[src/rtl/mem_stage.sv]
`timescale 1ns/1ps
`default_nettype none
// ============================================================================
// Module   : mem_stage
// Brief    : Memory-access pipeline stage. Resolves branches, runs data-memory
//            req/ack traffic with a timeout, stalls upstream and drives MEM/WB.
// Revision : 1.0 - initial release
// ============================================================================
module mem_stage #(
  parameter int ACK_TIMEOUT = 16
) (
  input  logic        clk,
  input  logic        reset,
  input  logic [31:0] adder_in,
  input  logic        zero_in,
  input  logic [31:0] alu_result_in,
  input  logic [31:0] writedata_in,
  input  logic [4:0]  rd_in,
  input  logic        branch_in,
  input  logic        memtoreg_in,
  input  logic        memwrite_in,
  input  logic        regwrite_in,
  input  logic        WVRwrite_in,
  input  logic        SVRwrite_in,
  input  logic [31:0] dmem_rdata,
  input  logic        dmem_ack,
  output logic        dmem_req,
  output logic        dmem_we,
  output logic [31:0] dmem_addr,
  output logic [31:0] dmem_wdata,
  output logic        stall,
  output logic        pcsrc,
  output logic [31:0] branch_target,
  output logic        bus_error,
  output logic [31:0] readdata_out,
  output logic [31:0] alu_result_out,
  output logic [4:0]  rd_out,
  output logic        memtoreg_out,
  output logic        regwrite_out,
  output logic        WVRwrite_out,
  output logic        SVRwrite_out
);

  localparam logic [1:0] c_IDLE = 2'd0;
  localparam logic [1:0] c_BUSY = 2'd1;
  localparam logic [1:0] c_DONE = 2'd2;
  localparam logic [7:0] c_LAST = 8'(ACK_TIMEOUT - 1);

  logic [1:0]  r_state;
  logic [7:0]  r_count;
  logic        r_req;
  logic        r_we;
  logic [31:0] r_addr;
  logic [31:0] r_wdata;
  logic        r_bus_error;
  logic [31:0] r_readdata;
  logic [31:0] r_alu;
  logic [4:0]  r_rd;
  logic        r_memtoreg;
  logic        r_regwrite;
  logic        r_wvr;
  logic        r_svr;
  logic        w_memop;

  assign w_memop       = memtoreg_in | memwrite_in;
  assign pcsrc         = branch_in & zero_in;
  assign branch_target = adder_in;
  // Gated by reset so an aborted access releases upstream immediately.
  assign stall = ~reset & (((r_state == c_IDLE) & w_memop) | (r_state == c_BUSY));

  always_ff @(posedge clk or posedge reset) begin
    if (reset) begin
      r_state     <= c_IDLE;
      r_count     <= 8'd0;
      r_req       <= 1'b0;
      r_we        <= 1'b0;
      r_addr      <= 32'd0;
      r_wdata     <= 32'd0;
      r_bus_error <= 1'b0;
      r_readdata  <= 32'd0;
      r_alu       <= 32'd0;
      r_rd        <= 5'd0;
      r_memtoreg  <= 1'b0;
      r_regwrite  <= 1'b0;
      r_wvr       <= 1'b0;
      r_svr       <= 1'b0;
    end else begin
      // MEM/WB defaults to a bubble; only retiring instructions override it.
      r_bus_error <= 1'b0;
      r_readdata  <= 32'd0;
      r_alu       <= 32'd0;
      r_rd        <= 5'd0;
      r_memtoreg  <= 1'b0;
      r_regwrite  <= 1'b0;
      r_wvr       <= 1'b0;
      r_svr       <= 1'b0;
      case (r_state)
        c_IDLE: begin
          if (w_memop) begin
            r_req   <= 1'b1;
            r_we    <= memwrite_in;
            r_addr  <= alu_result_in;
            r_wdata <= writedata_in;
            r_count <= 8'd0;
            r_state <= c_BUSY;
          end else begin
            r_alu      <= alu_result_in;
            r_rd       <= rd_in;
            r_memtoreg <= memtoreg_in;
            r_regwrite <= regwrite_in;
            r_wvr      <= WVRwrite_in;
            r_svr      <= SVRwrite_in;
          end
        end
        c_BUSY: begin
          if (dmem_ack) begin
            r_req      <= 1'b0;
            r_readdata <= memtoreg_in ? dmem_rdata : 32'd0;
            r_alu      <= alu_result_in;
            r_rd       <= rd_in;
            r_memtoreg <= memtoreg_in;
            r_regwrite <= regwrite_in;
            r_wvr      <= WVRwrite_in;
            r_svr      <= SVRwrite_in;
            r_state    <= c_DONE;
          end else if (r_count == c_LAST) begin
            r_req       <= 1'b0;
            r_bus_error <= 1'b1;
            r_state     <= c_DONE;
          end else begin
            r_count <= r_count + 8'd1;
          end
        end
        c_DONE: begin
          r_state <= c_IDLE;
        end
        default: begin
          r_state <= c_IDLE;
        end
      endcase
    end
  end

  assign dmem_req       = r_req;
  assign dmem_we        = r_we;
  assign dmem_addr      = r_addr;
  assign dmem_wdata     = r_wdata;
  assign bus_error      = r_bus_error;
  assign readdata_out   = r_readdata;
  assign alu_result_out = r_alu;
  assign rd_out         = r_rd;
  assign memtoreg_out   = r_memtoreg;
  assign regwrite_out   = r_regwrite;
  assign WVRwrite_out   = r_wvr;
  assign SVRwrite_out   = r_svr;

endmodule
`default_nettype wire

[config.mk]
export PLATFORM = sky130hd
export DESIGN_NAME = mem_stage
export DESIGN_NICKNAME = d
export VERILOG_FILES = /design/src/rtl/mem_stage.sv
export SDC_FILE = /design/constraint.sdc
export NUM_CORES = 1
export LEC_CHECK = 0
export CORE_AREA = 2 2 124 126
export DETAILED_ROUTE_END_ITERATION = 7
export DIE_AREA = 0 0 126 128
export GPL_TIMING_DRIVEN = 0
export PLACE_DENSITY = 0.92
export SLEW_MARGIN = 20
export SYNTH_ARGS = -nofsm -noshare
export SYNTH_HDL_FRONTEND = slang
export SYNTH_SLANG_ARGS = --single-unit
[constraint.sdc]
create_clock -name clk -period 11.2 [get_ports clk]
set_input_delay 1.12 -clock clk [delete_from_list [all_inputs] [get_ports clk]]
set_output_delay 1.12 -clock clk [all_outputs]
set_load 0.01 [all_outputs]
After elaboration in Yosys (flattened, before gate mapping). Index checks and enable logic that the tools add are counted.

Register bits after elaboration: 150. Input bits: 143. Output and inout bits: 174. Word-level logic and storage cells: 69.

Add/subtract/negate cells: 1. Equal/unequal tests: 6. Muxes and demuxes: 36. Bitwise gates (word level): 6. Reduce and logical (&&, ||, !) cells: 6.

Operators with widths (number): 32-bit 2-to-1 mux (5); 32-bit case mux with 2 select lines (1); 8-bit 2-to-1 mux (3); 8-bit case mux with 2 select lines (1); 1-bit 2-to-1 mux (14); 5-bit 2-to-1 mux (2); 1-bit case mux with 2 select lines (5); 5-bit case mux with 2 select lines (1); 8-bit by 1-bit adder with 8-bit output, second input constant (1); 8-bit by 4-bit equality test with 1-bit output, second input constant (1); 2-bit 2-to-1 mux (3); 2-bit inequality test, second input constant (3); 2-bit case mux with 2 select lines (1); 2-bit AND reduction (2); 4-bit AND reduction (1); 1-bit AND (3); 3-bit by 2-bit inequality test with 1-bit output, second input constant (1); 3-bit AND reduction (1); 2-bit by 1-bit equality test with 1-bit output, second input constant (1); 2-bit zero test (1); 1-bit OR (2); 2-bit nonzero test (1); 1-bit NOT (1).

Depth between registers and ports, before layout. Gate-level depths: netlist of the first run.

Word-level depth: 4. Mapped depth: 6. Gate-level depth less buffers: 5.

Worst setup path after synthesis of the first run. No wires, ideal clock.

Path kind: input -> output. Start point: in memwrite_in. End point: out stall. Arrival time: 1.942 ns. Required time: 10.080 ns. Path slack: 8.138 ns. Cell stages on the path: 4. Path buffers: 2. Cell sequence: o21ai_1 > buf_2 > buf_1 > a21oi_1.

Longest elaborated chain between the ends: 4.

Ends and longest elaborated chain: from (decl) (line 21) `input logic memwrite_in,`; 1-bit OR (line 65) `assign w_memop = memtoreg_in | memwrite_in;`; 1-bit AND (line 69) `assign stall = ~reset & (((r_state == c_IDLE) & w_memop) | (r_state == c_BUSY));`; 1-bit OR (line 69); 1-bit AND (line 69); to (decl) (line 31) `output logic stall,`.

Every way passes these cells.

Worst setup path in the final report of the first run. Same ends and word-level chain as after synthesis.

==> results.toml, run 1 <==
[outcome]
status = "finished clean"

[sta]
fin_tns_setup_ns = 0
relSlewSlack_pct = 55.7
max_freq_ghz = 0.223
worst_slew_pin_slew_ns = 0.664
setup_viol = 0
finalHoldViolCount = 0
fin_crit_sh_pct = 40.1
fin_worst_skew_ns = 0.00631
min_period_ns = 4.49
slew_viol_final = 0
grt_setup_unrepaired = "false"

[final_layout]
drive_above_1_share_pct = 9.47
multi_input_area_mm2 = 0.00155
fin_cells = 1033
nFillCells = 1150
regArea_mm2 = 0.00375
antennaDiodeCount = 0
syn_to_final_growth_pct = 66.2
nets = 978

[global_routing]
grt_pass1_wl_um = 25200
grt_overflow = 0
grt_max_degree = 108
grt_pass1_vias = 4786
antenna_found_initial = 0
track_usage_pct = 20.1

[die]
dieWidth_um = 126
rows = 45
die_area_mm2 = 0.0161
initial_core_util_pct = 38.0
die_height_um = 128
core_area_mm2 = 0.0149
io-pin-count = 317

[synthesis]
synth_area_leaders = "dfrtp_1 (66%), nand2_1 (13%), and2_1 (8.1%)"
synth-compound-area-share_pct = 2.95
synth.avg_cell_area_um2 = 10.7
ys_seq_elements = 150
yosys.area_share.xor_xnor_pct = 0
synth_edf_count = 0
synth_ff_type = "dfrtp_1"
synth_area_leader_cell = "dfrtp_1"
synth_top_family_by_area = "simple AND/OR/NAND/NOR gates"
synthSimpleGateAreaFrac_pct = 24.1
synth.most_common_cell = "nand2_1"
synth.area.mux_share_pct = 0.177
yosys_warnings = 0
synth_top_cells_by_count = "nand2_1 (197), dfrtp_1 (150), and2_1 (73), buf_4 (32), clkbuf_1 (10)"
seq_area_frac_synth_pct = 66.4
synth_cells = 530
ys_types = 40
synthesis.area_mm2 = 0.00565
syn_nets = 674
synth_top_area_share_pct = 66.4
synth_fa_ha_area_share_pct = 0.221
async_reset_ff_share_pct = 100

[drt]
via_per_inst = 4.63
wirelength_um = 16400
dr.pass1.iters = 4
drt-wirelength-per-cell_um = 15.9
drt_iter0_drc = 226
vias = 4784
route.detailed.drc = 0
ant_nets = 0

[place]
hpwl_um = 12100
portBuffers = 284
placedCellCount = 1003
place.gp.congestion = 0.780

[clock_network]
h-tree-depth = 4
clk_pin_slew_ns = 0.06
postCtsHoldBufs = 0
insertion_delay_ns = 0.42
cts.sinks = 150
clock_path_buffers = 2
cts_made_buffers = 17
postCtsSetupBuffers = 0
cts_tree = "built"
post_cts_resized = 0
root_buffer = "clkbuf_16"

[power]
p_leak_uw = 0.00446
p_per_area_mw_per_mm2 = 240
ir_worst_vdd_uv = 110

[worst_hold_path]
worstHoldPathType = "reg -> reg"

[job]
maxCapViolCount = 0

[critical_path]
path_class = "in -> out"
worst-endpoint-required_ns = 10.08
endpoint_kind = "primary output"
critPathLaunchType = "input pin"
cp.arrival_ns = 3.37
worstPathMaxFanout = 10
-- cell usage in the layout, fill, tap and decap left out, types with 2 or more instances in the layout --
cell type / n
nand2_1: 197
o31ai_1: 2
clkdlybuf4s50_1: 284
o21ai_0: 3
and3_1: 2
buf_2: 8
and2_1: 73
nor2_1: 6
inv_1: 4
inv_6: 2
clkinv_2: 4
bufinv_16: 5
nor3_1: 2
dfrtp_1: 150
clkbuf_1: 10
buf_1: 3
nand3_1: 7
a21oi_1: 5
buf_4: 32
clkbuf_16: 17
-- routing by layer --
metal  vias to the layer above  share of wire [%]  wire length, um  global-route usage [%]
met5                         -                  0                0                       0
met4                         0                3.5              567                    10.1
met3                        40                6.3             1040                    4.63
met2                       224                 53             8700                    36.0
met1                      2301                 37             6110                    22.6
li1                       2219                  -                -                       -
-- sequential cells by signal, indices dropped and copies added (netlist names) --
name and count:
SVRwrite_out 1, WVRwrite_out 1, alu_result_out 32, bus_error 1, dmem_addr 32, dmem_req 1, dmem_wdata 32, dmem_we 1
memtoreg_out 1, r_count 8, r_state 2, rd_out 5, readdata_out 32, regwrite_out 1
-- cell type report --
class                   count  area share (%)
flip-flops and latches    150            40.0
repair buffers            285            30.6
multi-input cells         322            16.5
clock buffers              17            4.53
plain buffers              53            3.50
well taps                 188            2.50
clock inverters            13            2.17
inverters                   5           0.280
-- worst max-delay path, stage by stage --
cell	delay [ns]
clkdlybuf4s50_1	0.48
o21ai_1	0.33
buf_2	0.35
buf_1	0.44
a21oi_1	0.12
clkdlybuf4s50_1	0.52
-- kinds of logic after synthesis --
logic type      Yosys count
flops                   150
compound gates           23
buf+inv                  58
fa+ha+maj                 1
mux                       1
simple gates            297
-- power by group --
part           leakage, uW  internal (uW)  switching, uW  total (uW)
combinational      0.00221            428            403         831
clock             0.000309            393            225         618
sequential         0.00195            710           90.9         801
-- per-stage QoR --
stage          worst slack (ns)  util [%]  hold slack [ns]  cell area [um2]  total power, uW
2_1_floorplan              6.04         -            0.463             5650             1160
6_report                   6.71      63.2            0.476             9390             2250
4_1_cts                    6.62      63.2            0.477             9390             2270
3_3_place_gp               4.05      58.7            0.456             8730             1610
5_1_grt                    6.52      63.2            0.497             9390             2380
3_5_place_dp               6.64      58.9            0.462             8760             1650
-- worst paths after layout --
| check | startpoint | to | slack (ns) | cells past startpoint |
|---|---|---|---|---|
| worst max-delay path | memwrite_in | stall | 6.71 | 6 |
| worst min-delay path | dmem_wdata[3] | dmem_wdata[3] | 0.48 | 2 |
| worst max register to register | r_state[0] | alu_result_out[4] | 9.32 | 5 |
| worst min register to register | dmem_wdata[3] | dmem_wdata[3] | 0.48 | 2 |
| max in group asynchronous | reset | r_count[5] | 9.30 | 3 |
| min in group asynchronous | reset | r_count[3] | 1.11 | 2 |
Note: power is estimated with default switching activity, not from simulation.
==> run 2: changes to the inputs <==
--- a/config.mk
+++ b/config.mk
@@ -5,11 +5,10 @@
 export SDC_FILE = /design/constraint.sdc
 export NUM_CORES = 1
 export LEC_CHECK = 0
-export CORE_AREA = 2 2 124 126
+export CORE_UTILIZATION = 39
 export DETAILED_ROUTE_END_ITERATION = 7
-export DIE_AREA = 0 0 126 128
 export GPL_TIMING_DRIVEN = 0
-export PLACE_DENSITY = 0.92
+export PLACE_DENSITY = 0.93
 export SLEW_MARGIN = 20
 export SYNTH_ARGS = -nofsm -noshare
 export SYNTH_HDL_FRONTEND = slang
==> constraint.sdc (replaced) <==
create_clock -name clk -period 4.5 [get_ports clk]
set_input_delay 0.45 -clock clk [delete_from_list [all_inputs] [get_ports clk]]
set_output_delay 0.45 -clock clk [all_outputs]
set_load 0.01 [all_outputs]
==> results.toml, run 2 (synthesis results as in run 1) <==
[die]
dieWidth_um = 122
die_height_um = 122
rows = 43
io-pin-count = 317
die_area_mm2 = 0.0150
core_area_mm2 = 0.0140
initial_core_util_pct = 40.4

[critical_path]
cp.arrival_ns = 2.76
endpoint_kind = "primary output"
worst-endpoint-required_ns = 4.05
critPathLaunchType = "input pin"
path_class = "in -> out"
worstPathMaxFanout = 10

[job]
maxCapViolCount = 0

[drt]
drt_iter0_drc = 272
via_per_inst = 4.63
vias = 4750
drt-wirelength-per-cell_um = 15.6
route.detailed.drc = 0
ant_nets = 0
dr.pass1.iters = 7
wirelength_um = 16000

[final_layout]
drive_above_1_share_pct = 9.45
syn_to_final_growth_pct = 65.6
nets = 978
antennaDiodeCount = 0
final_common_cell = "clkdlybuf4s50_1"
final_cell_mix = "clkdlybuf4s50_1 (284), nand2_1 (197), dfrtp_1 (150)"
fin_cells = 1027
nFillCells = 1035
finalInstanceArea_mm2 = 0.00935

[sta]
relSlewSlack_pct = 62.0
slew_viol_final = 0
finalHoldViolCount = 0
setup_ws_ns = 1.29
fin_worst_skew_ns = 0.00611
min_period_ns = 3.21
fin_tns_setup_ns = 0
grt_setup_unrepaired = "false"
setup_viol = 0
max_freq_ghz = 0.312
worst_slew_pin_slew_ns = 0.570
fin_crit_sh_pct = 71.3

[clock_network]
clk_pin_slew_ns = 0.06
cts_made_buffers = 17
clock_path_buffers = 2
cts.sinks = 150
insertion_delay_ns = 0.41
post_cts_resized = 0
root_buffer = "clkbuf_16"
postCtsSetupBuffers = 0
h-tree-depth = 4
postCtsHoldBufs = 0
cts_tree = "built"

[global_routing]
grt_pass1_vias = 4836
met3_usage_pct = 6.78
grt_busiest_layer = "met2"
antenna_found_initial = 0
grt_max_degree = 84
grt_use_met2_pct = 38.9
track_usage_pct = 21.7
grt_overflow = 0
grt_pass1_wl_um = 24300
grtUsageMet1_pct = 23.9

[place]
placed_cell_area_mm2 = 0.00875
place.gp.congestion = 0.792
placedCellCount = 995
portBuffers = 284
hpwl_um = 11900
place_ws_ns = 1.28

[outcome]
status = "finished clean"

[worst_hold_path]
worstHoldPathType = "reg -> reg"

[power]
ir_worst_vdd_uv = 262
p_leak_uw = 0.00444
p_per_area_mw_per_mm2 = 588
## run 2: changes by cell type in the layout (fill, tap and decap cells not counted)
| cell | previous run | this run |
|---|---|---|
| clkbuf_1 | 10 | 12 |
| clkbuf_8 | 0 | 1 |
| clkinvlp_4 | 1 | 3 |
| bufinv_16 | 5 | 3 |
| inv_6 | 2 | 0 |
| clkinv_4 | 1 | 3 |
| clkinv_2 | 4 | 3 |
## run 2: critical path: stages
cell and delay, ns:
clkdlybuf4s50_1 0.49, o21ai_1 0.36, buf_2 0.34, buf_1 0.43, a21oi_1 0.14, clkdlybuf4s50_1 0.54
## run 2: layer usage
metal	part of all wire [%]	wire length, um	vias up
li1	-	-	2224
met1	37	5980	2268
met5	0	0	-
met4	2.4	381	0
met3	7.2	1160	25
met2	53	8500	233
## run 2: worst paths after layout
kind	start	to	slack, ns	depth (start not counted)
hold reg to reg	dmem_wdata[16]	dmem_wdata[16]	0.47	2
min in group asynchronous	reset	readdata_out[0]	0.54	2
max in group asynchronous	reset	dmem_wdata[15]	3.22	3
setup / recovery	memtoreg_in	stall	1.29	6
setup reg to reg	r_state[0]	dmem_req	2.63	5
hold / removal	dmem_wdata[16]	dmem_wdata[16]	0.47	2
## run 2: power breakdown
part | switching, uW | internal, uW | total (uW)
clock network | 548 | 886 | 1430
registers | 231 | 1770 | 2000
logic | 998 | 1060 | 2060
## run 2: cell type report
class	count	area (um2)	share of cell area [%]
flip-flops and latches	150	3750	40.1
repair buffers	285	2870	30.7
multi-input cells	322	1550	16.5
clock buffers	20	447	4.78
plain buffers	53	329	3.52
well taps	180	225	2.41
clock inverters	12	154	1.65
inverters	5	26.3	0.281
## run 2: through the flow
stage / hold slack, ns / util (%) / total power (uW)
finish: 0.471 / 66.9 / 5490
global route: 0.495 / 66.9 / 5820
CTS: 0.476 / 66.9 / 5550
detailed placement: 0.461 / 62.6 / 4100
global placement: 0.457 / 62.3 / 4010
floorplan: 0.463 / - / 2880
==> run 3: changes to the inputs <==
--- a/config.mk
+++ b/config.mk
@@ -5,10 +5,10 @@
 export SDC_FILE = /design/constraint.sdc
 export NUM_CORES = 1
 export LEC_CHECK = 0
-export CORE_UTILIZATION = 39
+export CORE_UTILIZATION = 35
 export DETAILED_ROUTE_END_ITERATION = 7
 export GPL_TIMING_DRIVEN = 0
-export PLACE_DENSITY = 0.93
+export PLACE_DENSITY = 0.89
 export SLEW_MARGIN = 20
 export SYNTH_ARGS = -nofsm -noshare
 export SYNTH_HDL_FRONTEND = slang
==> constraint.sdc (replaced) <==
create_clock -name clk -period 2.85 [get_ports clk]
set_input_delay 0.285 -clock clk [delete_from_list [all_inputs] [get_ports clk]]
set_output_delay 0.285 -clock clk [all_outputs]
set_load 0.01 [all_outputs]
==> results.toml, run 3 (synthesis results as in run 1) <==
[outcome]
status = "finished clean"

[clock_network]
insertion_delay_ns = 0.41
root_buffer = "clkbuf_16"
postCtsSetupBuffers = 0
cts_tree = "built"
h-tree-depth = 4
cts.sinks = 150
clock_path_buffers = 2
clk_pin_slew_ns = 0.06
cts_made_buffers = 17

[place]
place.gp.congestion = 0.757
place_ws_ns = -0.146
hpwl_um = 12000
portBuffers = 284

[drt]
drt_iter0_drc = 203
dr.pass1.iters = 4
via_per_inst = 4.45
route.detailed.drc = 0
vias = 4738
wirelength_um = 15900
ant_nets = 0
drt-wirelength-per-cell_um = 14.9

[sta]
slew_viol_final = 0
setup_ws_ns = 0.220
min_period_ns = 2.63
fin_crit_sh_pct = 92.3
worst_slew_pin_slew_ns = 0.702
relSlewSlack_pct = 53.2
whs_ns = 0.249
finalHoldViolCount = 0
setup_viol = 0
grt_setup_unrepaired = "false"
fin_worst_skew_ns = 0.00638
fin_tns_setup_ns = 0
max_freq_ghz = 0.380

[critical_path]
worstPathCellList = "nor2_1 -> o21ai_1 -> buf_2 -> a21oi_1 -> clkdlybuf4s50_1"
cp_slowest_cell = "clkdlybuf4s50_1"
crit_path_max_incr_delay_ns = 0.59
r2r_slack_ns = 0.89
critPathLaunchType = "flip-flop"
worstPathMaxFanout = 19
cp_top_family = "buffers and inverters"
cp.arrival_ns = 2.35
critPathBufInv = 2
path_class = "reg -> out"
worst-endpoint-required_ns = 2.57
endpoint_kind = "primary output"

[global_routing]
grt_max_degree = 33
grt_overflow = 0
grt_pass1_wl_um = 24200
grt_pass1_vias = 4607
track_usage_pct = 19.4
antenna_found_initial = 0

[job]
maxCapViolCount = 0

[die]
rows = 46
initial_core_util_pct = 35.7
die_height_um = 129
dieWidth_um = 129
core_area_mm2 = 0.0158
die_area_mm2 = 0.0167
io-pin-count = 317

[final_layout]
drive_above_1_share_pct = 9.91
final_cell_mix = "clkdlybuf4s50_1 (284), nand2_1 (197), dfrtp_1 (150)"
nets = 981
final_common_cell = "clkdlybuf4s50_1"
syn_to_final_growth_pct = 67.9
nFillCells = 1267
antennaDiodeCount = 0

[power]
p_per_area_mw_per_mm2 = 923
ir_worst_vdd_uv = 445
total_power_uw = 8750
p_leak_uw = 0.00448

[worst_hold_path]
worstHoldPathType = "in -> async"
[run 3: area by class of cell]
type,instances,area [um2],share of cell area [%]
repair buffers,289,2950,31.1
well taps,216,270,2.85
multi-input cells,322,1550,16.3
clock inverters,12,176,1.86
flip-flops and latches,150,3750,39.6
inverters,5,22.5,0.237
clock buffers,18,439,4.63
plain buffers,52,325,3.43
[run 3: metrics by stage]
| step | instance area [um2] | instances | util (%) |
|---|---|---|---|
| 3_5_place_dp | 8870 | 1035 | 56.1 |
| 2_1_floorplan | 5650 | 530 | - |
| 3_3_place_gp | 8770 | 1030 | 55.4 |
| 6_report | 9490 | 1064 | 59.9 |
| 5_1_grt | 9490 | 1064 | 59.9 |
| 4_1_cts | 9490 | 1064 | 59.9 |
[run 3: power by group]
group | internal, uW | total [uW] | switching, uW | leakage [uW]
combinational | 1690 | 3250 | 1570 | 0.00224
clock | 1480 | 2350 | 872 | 0.000298
sequential | 2790 | 3140 | 353 | 0.00195
[run 3: what timing repair did]
| action | 4_1_cts | 5_1_grt |
|---|---|---|
| gates resized for setup | 0 | 0 |
| hold buffers | 0 | 0 |
| setup endpoints to repair | 1 | 0 |
[run 3: worst paths after layout]
path                             startpoint                to  cells after the start
min in group clk           writedata_in[17]    dmem_wdata[17]                      3
max                              r_state[0]             stall                      5
max in group asynchronous             reset         rd_out[4]                      5
min reg2reg                    dmem_addr[5]      dmem_addr[5]                      2
max reg2reg                      r_state[0]     dmem_wdata[1]                      6
min                                   reset  readdata_out[12]                      2
[run 3: layer usage]
| layer | wire length (um) | global-route usage [%] | part of all wire (%) |
|---|---|---|---|
| met5 | 0 | 0 | 0 |
| met4 | 400 | 8.93 | 2.5 |
| met3 | 1090 | 4.91 | 6.9 |
| met2 | 8410 | 34.9 | 53 |
| met1 | 5980 | 21.6 | 38 |
